## config.mk

```make
export PLATFORM = sky130hd
export DESIGN_NAME = pwr_domain_resp
export DESIGN_NICKNAME = d
export VERILOG_FILES = /design/src/rtl/pwr_domain_resp.sv
export SDC_FILE = /design/constraint.sdc
export NUM_CORES = 1
export LEC_CHECK = 0
export BUFFER_PORTS_ARGS = -buffer_cell sky130_fd_sc_hd__buf_2
export CAP_MARGIN = 25
export CORE_ASPECT_RATIO = 1.1
export CORE_MARGIN = 10
export CORE_UTILIZATION = 39
export DETAILED_ROUTE_END_ITERATION = 16
export HOLD_SLACK_MARGIN = 0.1
export PLACE_DENSITY_LB_ADDON = 0.25
export SLEW_MARGIN = 20
export SYNTH_ARGS = -nofsm -noshare
export SYNTH_HDL_FRONTEND = slang
export SYNTH_SLANG_ARGS = --single-unit
export TNS_END_PERCENT = 50
```

## constraint.sdc

```tcl
create_clock -name pclk -period 3.2 [get_ports pclk]
set_clock_uncertainty 0.1 [all_clocks]
set_input_delay 0.64 -clock pclk [delete_from_list [all_inputs] [get_ports pclk]]
set_output_delay 0.64 -clock pclk [all_outputs]
set_load 0.005 [all_outputs]
```

## src/rtl/pwr_domain_resp.sv

```systemverilog
// Switchable power-domain responder: power-switch ramp sequencing, always-on
// retention save/restore, output isolation clamp and sticky protocol-error capture.
module pwr_domain_resp #(
    parameter int unsigned      RAMP1_CYC = 4,
    parameter int unsigned      RAMP2_CYC = 8,
    parameter int unsigned      REG_W     = 32,
    parameter logic [REG_W-1:0] ISO_VAL   = {REG_W{1'b0}}
) (
    input  logic             pclk,
    input  logic             prst,
    input  logic             pwr1_on,
    input  logic             pwr2_on,
    input  logic             isolate_module,
    input  logic             gate_clk_module,
    input  logic             save_edge,
    input  logic             restore_edge,
    input  logic [REG_W-1:0] live_data,
    input  logic [REG_W-1:0] dom_out_raw,
    output logic [REG_W-1:0] dom_out,
    output logic             pwr_good,
    output logic [1:0]       domain_state,
    output logic [REG_W-1:0] ret_data,
    output logic             save_done,
    output logic             restore_valid,
    output logic [REG_W-1:0] restored_data,
    output logic             err_seq,
    output logic [2:0]       err_code
);

    localparam logic [1:0] ST_ON    = 2'd0;
    localparam logic [1:0] ST_OFF   = 2'd1;
    localparam logic [1:0] ST_RAMP1 = 2'd2;
    localparam logic [1:0] ST_RAMP2 = 2'd3;

    localparam logic [2:0] ERR_NONE            = 3'd0;
    localparam logic [2:0] ERR_PWR_ORDER       = 3'd1;
    localparam logic [2:0] ERR_ISO_MISSING     = 3'd2;
    localparam logic [2:0] ERR_SAVE_NO_ISO     = 3'd3;
    localparam logic [2:0] ERR_RESTORE_EARLY   = 3'd4;
    localparam logic [2:0] ERR_RESTORE_NO_DATA = 3'd5;
    localparam logic [2:0] ERR_CLK_UNGATED     = 3'd6;

    // Counter loads are one less than the ramp length: the zero cycle is the last ramp cycle.
    localparam logic [4:0] RAMP1_LOAD = 5'(RAMP1_CYC - 1);
    localparam logic [4:0] RAMP2_LOAD = 5'(RAMP2_CYC - 1);

    logic [1:0]       r_state;
    logic [1:0]       w_state_next;
    logic [4:0]       r_cnt;
    logic [4:0]       w_cnt_next;
    logic [REG_W-1:0] r_ret_data;
    logic             r_ret_valid;
    logic [REG_W-1:0] r_restored_data;
    logic             r_save_done;
    logic             r_restore_valid;
    logic             r_err_seq;
    logic [2:0]       r_err_code;

    logic             w_on;
    logic             w_off;
    logic             w_save_ok;
    logic             w_restore_ok;
    logic [6:1]       w_err_vec;
    logic             w_err_any;
    logic [2:0]       w_err_code;

    assign w_on  = (r_state == ST_ON);
    assign w_off = (r_state == ST_OFF);

    always_comb begin
        w_state_next = r_state;
        w_cnt_next   = r_cnt;
        case (r_state)
            ST_ON: begin
                if (!(pwr1_on && pwr2_on)) begin
                    w_state_next = ST_OFF;
                end
            end
            ST_OFF: begin
                if (pwr1_on) begin
                    w_state_next = ST_RAMP1;
                    w_cnt_next   = RAMP1_LOAD;
                end
            end
            ST_RAMP1: begin
                if (!pwr1_on) begin
                    w_state_next = ST_OFF;
                end else if (r_cnt != 5'd0) begin
                    w_cnt_next = r_cnt - 5'd1;
                end else if (pwr2_on) begin
                    w_state_next = ST_RAMP2;
                    w_cnt_next   = RAMP2_LOAD;
                end
            end
            ST_RAMP2: begin
                if (!(pwr1_on && pwr2_on)) begin
                    w_state_next = ST_OFF;
                end else if (r_cnt == 5'd0) begin
                    w_state_next = ST_ON;
                end else begin
                    w_cnt_next = r_cnt - 5'd1;
                end
            end
            default: begin
                w_state_next = ST_ON;
            end
        endcase
    end

    assign w_save_ok    = save_edge & w_on & isolate_module & gate_clk_module;
    assign w_restore_ok = restore_edge & w_on & r_ret_valid;

    // One bit per error code; all are evaluated against the pre-edge state.
    assign w_err_vec[1] = (w_on & (pwr1_on ^ pwr2_on)) | (w_off & pwr2_on & ~pwr1_on);
    assign w_err_vec[2] = ~w_on & ~isolate_module;
    assign w_err_vec[3] = save_edge & ~w_save_ok;
    assign w_err_vec[4] = restore_edge & ~w_on;
    assign w_err_vec[5] = restore_edge & w_on & ~r_ret_valid;
    assign w_err_vec[6] = ~w_on & ~gate_clk_module;
    assign w_err_any    = |w_err_vec;

    always_comb begin
        w_err_code = ERR_NONE;
        if (w_err_vec[1]) begin
            w_err_code = ERR_PWR_ORDER;
        end else if (w_err_vec[2]) begin
            w_err_code = ERR_ISO_MISSING;
        end else if (w_err_vec[3]) begin
            w_err_code = ERR_SAVE_NO_ISO;
        end else if (w_err_vec[4]) begin
            w_err_code = ERR_RESTORE_EARLY;
        end else if (w_err_vec[5]) begin
            w_err_code = ERR_RESTORE_NO_DATA;
        end else if (w_err_vec[6]) begin
            w_err_code = ERR_CLK_UNGATED;
        end
    end

    always_ff @(posedge pclk) begin
        if (prst) begin
            r_state         <= ST_ON;
            r_cnt           <= 5'd0;
            r_ret_data      <= '0;
            r_ret_valid     <= 1'b0;
            r_restored_data <= '0;
            r_save_done     <= 1'b0;
            r_restore_valid <= 1'b0;
            r_err_seq       <= 1'b0;
            r_err_code      <= ERR_NONE;
        end else begin
            r_state         <= w_state_next;
            r_cnt           <= w_cnt_next;
            r_save_done     <= w_save_ok;
            r_restore_valid <= w_restore_ok;
            // A same-cycle save wins over the restore's invalidation.
            if (w_save_ok) begin
                r_ret_data  <= live_data;
                r_ret_valid <= 1'b1;
            end else if (w_restore_ok) begin
                r_ret_valid <= 1'b0;
            end
            if (w_restore_ok) begin
                r_restored_data <= r_ret_data;
            end
            if (w_err_any && !r_err_seq) begin
                r_err_seq  <= 1'b1;
                r_err_code <= w_err_code;
            end
        end
    end

    genvar gi;
    generate
        for (gi = 0; gi < REG_W; gi++) begin : g_iso
            assign dom_out[gi] = isolate_module ? ISO_VAL[gi] : dom_out_raw[gi];
        end
    endgenerate

    assign pwr_good      = w_on;
    assign domain_state  = r_state;
    assign ret_data      = r_ret_data;
    assign save_done     = r_save_done;
    assign restore_valid = r_restore_valid;
    assign restored_data = r_restored_data;
    assign err_seq       = r_err_seq;
    assign err_code      = r_err_code;

endmodule

```

==> impl_results.md <==
* Run status: complete, no violations
* Family of cells with the greatest summed delay on the critical path: flip-flops
* Total number of vias at around 3.4k
* Tightest slew margin relative to the limit at 57.3%
* Crit path cell chain: nor2_2 > buf_2
* NumNets Final at 656
* WP buf/inv at 1
* Most frequently used flop master after synthesis: sky130_fd_sc_hd__dfxtp_1
* Met1 Resource Use GR at 17.3%
* Remaining design rule violation count at 0
* Routed wire length at 10500 um
* Clock tree from TritonCTS: done
* Proportion of netlist area held by the largest area contributor at approximately 48%
* Relative area change from synthesis to final layout at 34.4%
* Final worst hold slack at 0.352 ns
* Count of input and output buffers at 176
* Power share of the clock group at 37.1%
* Flops & latches, synth at 78
* Number of setup violations in the final report at 0
* DR pass1 iterations at 4
* GRT Total Usage at 16.3%
* Fraction of the cycle the final worst path needs at 68.4%
* Max VDD drop at 0.312 mV
* Number of cells on the worst hold path at 2
* Starting density of the core at 40.6%
* Worst hold path class: flop to flop
* Startpoint of the lowest-slack hold path: restored_data[25]
* Detailed placement HPWL at 7750 um
* Int Pwr at between 1.5 and 2 mW
* Worst setup path category: flop to primary output
* DIE WIDTH at 107 um
* Remaining number of nets flagged by the antenna check after routing at 0
* Crit. path cell count at 2
* Worst Setup Start Kind: flop
* Clock insertion delay at the later pin of the skew report at 0.35 ns
* Worst reg-to-reg path cell count at 4
* Number of antenna violations at the first check in global routing at 0
* Sequential cell area fraction in the yosys report at around 48%
* Fraction of registers with async set or reset after synthesis at 0%
* Count of yosys warnings during synthesis at 0
* Switching Power at between 0.5 and 0.6 mW
* Maximum level of the CTS H-tree at 3
* Total count of max-transition violations in the final report at 0
* LEAKAGE at between 2 and 2.5 nW
* Fraction of power consumed by sequential logic at 50.2%
* Top-Level Pins at 177
* Peak-usage layer in the global routing report: met2
* Setup crit end kind: primary output
* Clock slew at reported path FFs at about 0.090 ns
* Unique cell type count in the Yosys netlist at 42
* Met2 track utilization from global routing at between 20% and 30%
* Endpoint of the worst-slack reg-to-reg timing path: err_code[1]
* Critical-path cell with the highest stage delay: sky130_fd_sc_hd__dfxtp_1
* Wire length of the first global-routing pass at ~17000 um
* Post-detailed-route wirelength per cell at 15.1 um
* Transition time of the tightest slew-check pin at 0.640 ns
* Post-CTS Setup Bufs at 0
* Number of buffers added to fix hold violations after cts at 0
* Biggest fanout along the worst timing path at 20
* Switching Share at a little over a quarter
* Core Rows at 34
* Global routing usage on met3 at 8.27%
* Via-per-instance ratio at a little under 5
* Number of clock sinks at 78
* Hold Fails Final Rpt at 0
* Synth area leaders: sky130_fd_sc_hd__dfxtp_1, sky130_fd_sc_hd__nand2_1, sky130_fd_sc_hd__a21oi_1, sky130_fd_sc_hd__nor2b_1, sky130_fd_sc_hd__clkbuf_1
* Ant diodes at 0
* Required time at the worst-slack endpoint at roughly 2.5 ns
* Post-synthesis net count at ~490
* Maximum capacitance violations at 0
* Number of enable flip-flop cells after synthesis at 0
* Worst flop-to-flop path startpoint: domain_state[1]
* Placer Congestion at 0.841
* DR iter-0 viols at 203
* Clk root buf: sky130_fd_sc_hd__clkbuf_8
* Final Critical Period at 2.19 ns
* Combinational power share at 12.7%
* Power per standard cell area at between 400 and 500 nW/um2
* Number of global-route vias before repair at 3421
* Setup tns final at 0 ns
* Pin count of the biggest net entering global routing at 47
* Gate Count Post-Synth at 418
* Cell area after technology mapping at 3270 um2
* Number of resized instances in the post-cts repair step at 0
* Share of post-route cells with drive strength above 1 at 34.7%
* Leading area contributor after synthesis: sky130_fd_sc_hd__dfxtp_1
* Die Ht at approximately 120 um
* Clock buffers created by TritonCTS at 9
* Clock tree buffer depth at 2
* Register-to-register setup slack at 1.25 ns
* Mapped Avg Cell Area at 7.82 um2
* Data arrival time at the worst-slack endpoint at 1.45 ns
* Unrepaired setup endpoints after global routing: no
* Die Outline Area at 12400 um2
* Largest stage delay, worst path at 0.73 ns
* Core ar. at 8040 um2
* Peak clock frequency supported by timing at 457 MHz
* Worst Hold Path EP: restored_data[25]
* Global route total overflow at 0
cell usage after synthesis, types with 2 or more instances:
| cell type | n |
|---|---|
| sky130_fd_sc_hd__nand2_1 | 136 |
| sky130_fd_sc_hd__dfxtp_1 | 78 |
| sky130_fd_sc_hd__a21oi_1 | 71 |
| sky130_fd_sc_hd__nor2b_1 | 34 |
| sky130_fd_sc_hd__clkbuf_1 | 19 |
| sky130_fd_sc_hd__inv_1 | 8 |
| sky130_fd_sc_hd__buf_2 | 6 |
| sky130_fd_sc_hd__nor2_1 | 6 |
| sky130_fd_sc_hd__a211oi_1 | 5 |
| sky130_fd_sc_hd__buf_4 | 4 |
| sky130_fd_sc_hd__ha_1 | 4 |
| sky130_fd_sc_hd__nand3_1 | 4 |
| sky130_fd_sc_hd__nor3_1 | 4 |
| sky130_fd_sc_hd__a311oi_1 | 3 |
| sky130_fd_sc_hd__o21ai_0 | 3 |
| sky130_fd_sc_hd__a21o_1 | 2 |
| sky130_fd_sc_hd__a221oi_2 | 2 |
| sky130_fd_sc_hd__a41oi_1 | 2 |
| sky130_fd_sc_hd__and3_1 | 2 |
| sky130_fd_sc_hd__o21a_1 | 2 |
| sky130_fd_sc_hd__o22ai_1 | 2 |
worst reg2reg max path, stage by stage (launching register included):
cell                        delay [ns]
sky130_fd_sc_hd__dfxtp_1          0.73
sky130_fd_sc_hd__and4bb_2         0.31
sky130_fd_sc_hd__or2_0            0.21
sky130_fd_sc_hd__or4_1            0.40
sky130_fd_sc_hd__o2bb2ai_1        0.15
power by group through the flow:
stage / Clock (mW) / Sequential [mW] / Combinational, mW
floorplan: 0 / 1.04 / 0.151
global placement: 0 / 1.04 / 0.257
detailed placement: 0 / 1.05 / 0.262
CTS: 0.774 / 1.02 / 0.264
global route: 0.822 / 1.03 / 0.292
finish: 0.755 / 1.02 / 0.260
through the flow:
step | util (%) | cell area, um2 | power [mW] | worst slack [ns] | instances
after floorplan | - | 3270 | 1.19 | 1.21 | 418
after global placement | 52.1 | 4190 | 1.30 | 0.992 | 677
after detailed placement | 52.1 | 4190 | 1.31 | 0.913 | 677
after CTS | 54.6 | 4390 | 2.06 | 1.01 | 693
after global routing | 54.6 | 4390 | 2.14 | 0.921 | 693
final | 54.6 | 4390 | 2.04 | 1.01 | 693
cell type report:
class,instances,area (um2)
Fill cell,776,3650
Sequential cell,78,1560
Multi-Input combinational cell,302,1540
Timing Repair Buffer,181,918
Clock buffer,10,138
Tap cell,108,135
Clock inverter,6,68.8
Inverter,8,30.0
registers in the layout, summed over array words and instances, names as in the netlist:
name	count
domain_state	2
err_code	3
err_seq	1
r_cnt	5
r_ret_valid	1
restore_valid	1
restored_data	32
ret_data	32
save_done	1
worst max path at each step:
| stage | startpoint | to | slack (ns) |
|---|---|---|---|
| 3_5_place_dp | isolate_module | err_code[0] | 0.91 |
| 2_1_floorplan | isolate_module | dom_out[0] | 1.21 |
| 6_report | domain_state[1] | pwr_good | 1.01 |
| 3_3_place_gp | isolate_module | err_code[0] | 0.99 |
| 5_1_grt | domain_state[1] | pwr_good | 0.92 |
| 4_1_cts | domain_state[1] | pwr_good | 1.01 |
layout by cell type (no fill, tap or decap), drive strengths merged, types with 2 or more instances in the layout:
cell type    n
nand3        4
nor3         4
nor2         7
a221oi       2
clkbuf      10
and3         2
a211oi       5
a21o         2
a311oi       3
nor4b        2
or2          2
dfxtp       78
clkinv       3
buf        181
o21a         2
nor2b       34
a41oi        2
a21oi       71
ha           4
inv          9
o21ai        4
nand2      136
o22ai        2
kinds of logic after synthesis:
logic type / Yosys count / share of synthesized area, %
simple gates: 199 / 27.8
buf+inv: 38 / 5.06
mux: 1 / 0.345
compound gates: 98 / 17.4
fa+ha+maj: 4 / 1.53
flops: 78 / 47.8
metal layers:
metal,vias to the layer above,wire length [um]
met5,-,0
met4,0,77
met3,7,1270
met2,142,5100
met1,1505,4010
li1,1705,-
Note: power is estimated with default switching activity, not from simulation.
